## config.mk

```make
export PLATFORM = sky130hd
export DESIGN_NAME = datapath_regs
export DESIGN_NICKNAME = d
export VERILOG_FILES = /design/src/rtl/datapath_regs.sv
export SDC_FILE = /design/constraint.sdc
export NUM_CORES = 1
export LEC_CHECK = 0
export ABC_AREA = 1
export CELL_PAD_IN_SITES_DETAIL_PLACEMENT = 0
export CELL_PAD_IN_SITES_GLOBAL_PLACEMENT = 1
export CORE_ASPECT_RATIO = 0.6
export CORE_UTILIZATION = 30
export DETAILED_ROUTE_END_ITERATION = 8
export PLACE_DENSITY_LB_ADDON = 0.05
export SLEW_MARGIN = 20
export SYNTH_ARGS = -nofsm -noshare
export SYNTH_HDL_FRONTEND = slang
export SYNTH_SLANG_ARGS = --single-unit
```

## constraint.sdc

```tcl
create_clock -name i_clk -period 3.65 [get_ports i_clk]
set_input_delay 0.365 -clock i_clk [delete_from_list [all_inputs] [get_ports i_clk]]
set_output_delay 0.365 -clock i_clk [all_outputs]
set_load 0.01 [all_outputs]
```

## src/rtl/datapath_regs.sv

```systemverilog
// datapath_regs: architectural register file (PC, SP, MA, MD, IR, A, AP, OUT) executing one transfer command per cycle.
//   Ports: i_clk, i_rstn (async active-low); i_transfer_cmd, i_inc_pc, i_inc_dec_sp, i_dst_ap, i_reset_ir from control;
//   i_alu_result, i_in, i_mem_rdata data inputs; o_mem_addr/o_mem_wdata/o_mem_we memory port;
//   o_ir opcode, o_a/o_md ALU operands, o_out/o_out_valid output port, o_stack_err stack fault.
//   Optional macro DATAPATH_STACK_GUARD_EN: saturate SP at its bounds and flag a sticky o_stack_err.
module datapath_regs #(
    parameter int DATA_W = 8,
    parameter int ADDR_W = 8,
    parameter logic [ADDR_W-1:0] PC_INIT = '0,
    parameter logic [ADDR_W-1:0] SP_INIT = ADDR_W'('hFF)
) (
    input  logic              i_clk,
    input  logic              i_rstn,
    input  logic [3:0]        i_transfer_cmd,
    input  logic              i_inc_pc,
    input  logic [1:0]        i_inc_dec_sp,
    input  logic              i_dst_ap,
    input  logic              i_reset_ir,
    input  logic [DATA_W-1:0] i_alu_result,
    input  logic [DATA_W-1:0] i_in,
    input  logic [DATA_W-1:0] i_mem_rdata,
    output logic [ADDR_W-1:0] o_mem_addr,
    output logic [DATA_W-1:0] o_mem_wdata,
    output logic              o_mem_we,
    output logic [DATA_W-1:0] o_ir,
    output logic [DATA_W-1:0] o_a,
    output logic [DATA_W-1:0] o_md,
    output logic [DATA_W-1:0] o_out,
    output logic              o_out_valid,
    output logic              o_stack_err
);
    logic [ADDR_W-1:0] pc, sp, ma, ap, sp_next;
    logic [DATA_W-1:0] md, ir, a, out;
    logic out_valid, stack_err, sp_inc, sp_dec, sp_fault;

    assign sp_inc = i_inc_dec_sp == 2'b01;
    assign sp_dec = i_inc_dec_sp == 2'b10;
`ifdef DATAPATH_STACK_GUARD_EN
    assign sp_fault = (sp_inc && sp == SP_INIT) || (sp_dec && sp == '0);
`else
    assign sp_fault = 1'b0;
`endif
    assign sp_next = sp_fault ? sp : sp_inc ? sp + ADDR_W'(1) : sp_dec ? sp - ADDR_W'(1) : sp;

    // gated by reset so an aborted store never reaches memory
    assign o_mem_we    = i_rstn && i_transfer_cmd == 4'h9;
    assign o_mem_addr  = ma;
    assign o_mem_wdata = md;
    assign o_ir        = ir;
    assign o_a         = a;
    assign o_md        = md;
    assign o_out       = out;
    assign o_out_valid = out_valid;
    assign o_stack_err = stack_err;

    always_ff @(posedge i_clk or negedge i_rstn) begin
        if (!i_rstn) begin
            pc        <= PC_INIT;
            sp        <= SP_INIT;
            ma        <= '0;
            md        <= '0;
            ir        <= '0;
            a         <= '0;
            ap        <= '0;
            out       <= '0;
            out_valid <= 1'b0;
            stack_err <= 1'b0;
        end else begin
            if (i_inc_pc) pc <= pc + ADDR_W'(1);
            sp        <= sp_next;
            stack_err <= stack_err | sp_fault;
            out_valid <= i_transfer_cmd == 4'hD;
            // later assignments override: PC loads beat the increment
            case (i_transfer_cmd)
                4'h1: ma <= pc;
                4'h2: md <= i_mem_rdata;
                4'h3: ir <= md;
                4'h4: ma <= ADDR_W'(md);
                4'h5: if (i_dst_ap) ap <= ADDR_W'(md); else a <= md;
                4'h6: ma <= ap;
                4'h7: ma <= sp;
                4'h8: md <= i_dst_ap ? DATA_W'(ap) : a;
                4'hA: if (i_dst_ap) ap <= ADDR_W'(i_alu_result); else a <= i_alu_result;
                4'hB: pc <= ADDR_W'(md);
                4'hC: a <= i_in;
                4'hD: out <= a;
                4'hE: pc <= ap;
                4'hF: md <= DATA_W'(pc);
                default: ;
            endcase
            if (i_reset_ir) ir <= '0;
        end
    end
endmodule

```

* Word-level counts from Yosys, hierarchy flattened
Cells that the tools add are included.
** Operators by class
- Order comparisons :: 0
- Equality and inequality tests :: 21
- Shift operators :: 0
- Add/sub/neg operators :: 3
- Bitwise operators :: 0
- Divide/modulo/power cells :: 0
- Mux-type cells :: 15
- Reductions and logical operators :: 10
- $mul :: 0
** Operator list (count)
- 8-bit 2-to-1 mux :: 10
- 8-bit one-hot mux with 3 select lines :: 2
- 4-bit equality test (second input constant) :: 8
- 8-bit one-hot mux with 2 select lines :: 2
- 8-bit one-hot mux with 4 select lines :: 1
- 8-bit by 1-bit adder with 8-bit output (second input constant) :: 2
- 4-bit by 3-bit equality test with 1-bit output (second input constant) :: 4
- 3-bit nonzero test :: 3
- 4-bit by 2-bit equality test with 1-bit output (second input constant) :: 2
- 2-bit != test (second input constant) :: 4
- 8-bit by 1-bit subtractor with 8-bit output (second input constant) :: 1
- 3-bit AND reduction :: 2
- 2-bit nonzero test :: 3
- 4-bit by 1-bit equality test with 1-bit output (second input constant) :: 1
- 4-bit nonzero test :: 1
- 2-bit by 1-bit equality test with 1-bit output (second input constant) :: 1
- 2-bit equality test (second input constant) :: 1
- 1-bit logical AND :: 1
** Word-level totals
- Bits in latches :: 0
- ROM bits :: 0
- Memory bits (writable) :: 0
- Logic and storage cells :: 58
- Memories :: 0
- Flip-flop bits (word level) :: 65

* Depth between registers and ports, before layout
- Depth after elaboration :: 3
- Depth in mapped cells :: 11
- Gate-level depth less buffers :: 11

* Worst setup path after synthesis
Ideal clock, no wire load.
- Path kind :: input -> register
- From :: input port i_inc_dec_sp[1]
- To :: register sp[7]
- Slack :: 1945 ps
- Arrival time :: 1628 ps
- Setup time :: 77 ps
- Required time :: 3573 ps
- Stages on the path :: 9
- Cells stage by stage :: inv_1 > ha_1 > inv_1 > ha_1 > or2_2 > nand3_1 > nand3_1 > nand3_1 > nand2_1
** On the way
- Longest elaborated chain between the ends :: 2
- Elaborated cells between the ends (all ways) :: 4
- Classes of those cells :: eq/ne: 2; mux: 1; reduce/logical: 1
** RTL lines
- start: declaration :: line 16 : input logic [1:0] i_inc_dec_sp,
- 2-bit by 1-bit equality test with 1-bit output / 2-bit equality test (equally long branches) :: line 36, 37
- 8-bit 2-to-1 mux / 2-bit nonzero test (equally long branches)
- end signal: assignment :: line 70 : sp <= sp_next;
- end: declaration :: line 32 : logic [ADDR_W-1:0] pc, sp, ma, ap, sp_next;
Several ways; a longest one is shown, not always the timed one.
A chain may end at the register's enable or synchronous reset.

* Worst setup path after layout
- From :: input port i_transfer_cmd[0]
- To :: output port o_mem_we
** On the way
- Longest elaborated chain between the ends :: 2
** RTL lines
- start: declaration :: line 14 : input logic [3:0] i_transfer_cmd,
- 4-bit equality test :: line 46 : assign o_mem_we = i_rstn && i_transfer_cmd == 4'h9;
- 1-bit logical AND :: line 46
- end: declaration :: line 24 : output logic o_mem_we,
No other way between the ends.

==> results_dict.tcl <==
set metrics [dict create \
    cts_buffer_depth 2 \
    cts.repair.resized 0 \
    yosys_warnings 0 \
    swShare 0.376 \
    rr_worst_depth 7 \
    maxSlewHeadroom 0.487 \
    dieArea_um2 13800 \
    initial_core_util 0.310 \
    first_global_vias 3723 \
    end_kind "output pin" \
    syn_nets 605 \
    hold_viol_final 0 \
    track_usage 0.212 \
    drtIter0Drc 211 \
    die_height_um 91.3 \
    finalNetCount 684 \
    synth_area_um2 3990 \
    worst_slew_pin_slew_ns 0.767 \
    post_cts_buffers 0 \
    hold_buffers 0 \
    seq_area_um2 1640 \
    synthFlopType "dfrtp_1" \
    synth_top_cell_area_share 0.357 \
    ant_nets 0 \
    via_per_inst 4.79 \
    cp-start-kind "primary input" \
    gp_congestion 0.847 \
    arrival_ns 1.92 \
    fmax_mhz 438 \
    max_cap_viol_count 0 \
    multi_input_area_um2 2030 \
    setup-tns-final_ns 0 \
    setup_violations 0 \
    rsz0062_at_grt "false" \
    yosysMostFrequentCell "nand2_1" \
    critPathKind "in2out" \
    synth_top_family_by_area "simple AND/OR/NAND/NOR gates" \
    min_path_type "in2async" \
    syn_inst 561 \
    grt_max_degree 41 \
    antenna_found_initial 0 \
    core_um2 12900 \
    worst_ep_required_time_ns 3.28 \
    synthTopCellsByCount "nand2_1, dfrtp_1, o21ai_0, nand3_1, inv_1" \
    numCtsBuffers 9 \
    h-tree-depth 3 \
    cts_root_buffer "clkbuf_16" \
    area_growth_pct 32.0 \
    overflow 0 \
    finalMaxSlewViolations 0 \
    synthAdderAreaFrac 0.0301 \
    port_buffers 84 \
    muxShareOfSynthArea 0 \
    clock_latency_ns 0.34 \
    ys_ff_latch 65 \
    rows 32 \
    power_density_nw_per_um2 634 \
    nFillCells 1335 \
    drc 0 \
    switching_power_w 0.00126 \
    finalPower_w 0.00334 \
    avgSynthCellArea_um2 7.11 \
    cts.clk_slew.worst_paths_ns 0.06 \
    seq_power_share 0.369 \
    ir_worst_vdd_uv 214 \
    yosys-top-cells-area "dfrtp_1, nand2_1, o21ai_0, nand3_1, dfstp_2" \
    status "finished, final reports clean" \
    synth_area_leader_cell "dfrtp_1" \
    synth-simple-area-share 0.369 \
    cp_max_fo 6 \
    fin_ws_ns 1.37 \
    power_leakage_nw 2.49 \
    synth_compound_area_frac 0.103 \
    io_pins 86 \
    async_reset_ff_frac 1.00 \
    cts_sinks 65 \
    cts_tree "yes" \
    dr.pass1.iters 5 \
    drive_above_1_share 0.0946 \
    die_x_um 151 \
    p_int_w 0.00209 \
    dp_hpwl_mm 11.0 \
    synth_edf_count 0 \
    dp_slack_ns 1.31 \
    fin_crit_ns 2.28 \
    p_comb_frac 0.343 \
    routedWlPerCell_um 17.0 \
    ys_seq_area_frac 0.410 \
    fin_skew_ns 0.00591 \
    grt_pass1_wl_mm 21.3 \
    synth_xor_area_frac 0.00439 \
    routed_wl_mm 13.8 \
    vias 3903 \
    diodes 0 \
    ys_types 30 \
    clockPowerShare 0.288 \
    period_share 0.626 \
    final_util 0.409 \
]
area by class of cell:
class / count / area share
multi-input cells: 421 / 0.384
inverters: 57 / 0.0406
clock inverters: 6 / 0.0171
well taps: 170 / 0.0404
clock buffers: 10 / 0.0454
repair buffers: 86 / 0.161
flip-flops and latches: 65 / 0.311
layer usage:
metal | track usage | routed length (µm)
met1 | 0.345 | 7750
met2 | 0.278 | 5350
met3 | 0.0422 | 635
met4 | 0.0442 | 98
met5 | 0 | 0
worst paths after layout:
kind	from	to	slack (ns)
max	i_transfer_cmd[0]	o_mem_we	1.37
min	i_rstn	o_out[0]	0.10
max reg2reg	sp[2]	sp[7]	2.09
min reg2reg	o_mem_addr[6]	o_mem_addr[6]	0.47
max in group asynchronous	i_rstn	o_md[5]	2.66
min in group i_clk	o_mem_addr[6]	o_mem_addr[6]	0.47
metrics by stage:
step / hold WS (ns) / instance area, µm² / instances
6_report: 0.101 / 5270 / 815
5_1_grt: 0.139 / 5270 / 815
4_1_cts: 0.119 / 5270 / 815
3_5_place_dp: 0.465 / 4940 / 799
3_3_place_gp: 0.467 / 4940 / 799
2_1_floorplan: 0.0694 / 3990 / 561
flip-flops by register name, summed over array words and instances (netlist names):
register	cells
ap	8
o_a	8
o_ir	8
o_md	8
o_mem_addr	8
o_out	8
pc	8
sp	8
o_out_valid	1
critical path, stage by stage:
cell             delay [ns]
clkdlybuf4s50_1        0.55
inv_2                  0.08
nor2_4                 0.16
nand2_1                0.07
nor2_1                 0.14
clkdlybuf4s50_1        0.56
cells in the final DEF (no fill, tap or decap), drive strengths merged, types with 3 or more instances in the layout:
master         synthesis  final
a21oi                 20     20
nor2                  53     53
clkbuf                 5     10
buf                   13      3
inv                   56     57
a22oi                  4      4
dfstp                  8      8
ha                     8      8
dfrtp                 57     57
nand3                 51     51
nand2                213    213
o21ai                 54     54
nand4                  9      9
clkinv                 1      3
clkdlybuf4s50          0     83
logic make-up after synthesis:
group                      Yosys count
adders and majority gates            9
DFF                                 65
xor gates and xnor gates             2
and+or+nand+nor                    330
AOI/OAI and AO/OA                   79
other                                1
buffers and inverters               75
power groups by stage:
| stage | registers (W) | logic (W) | clock network [W] |
|---|---|---|---|
| final | 0.00123 | 0.00115 | 0.000961 |
| after global routing | 0.00127 | 0.00130 | 0.00101 |
| after CTS | 0.00123 | 0.00115 | 0.000977 |
| after detailed placement | 0.00124 | 0.00114 | 0 |
| after global placement | 0.00124 | 0.00115 | 0 |
| after floorplan | 0.00116 | 0.000669 | 0 |
Note: power is estimated with default switching activity, not from simulation.
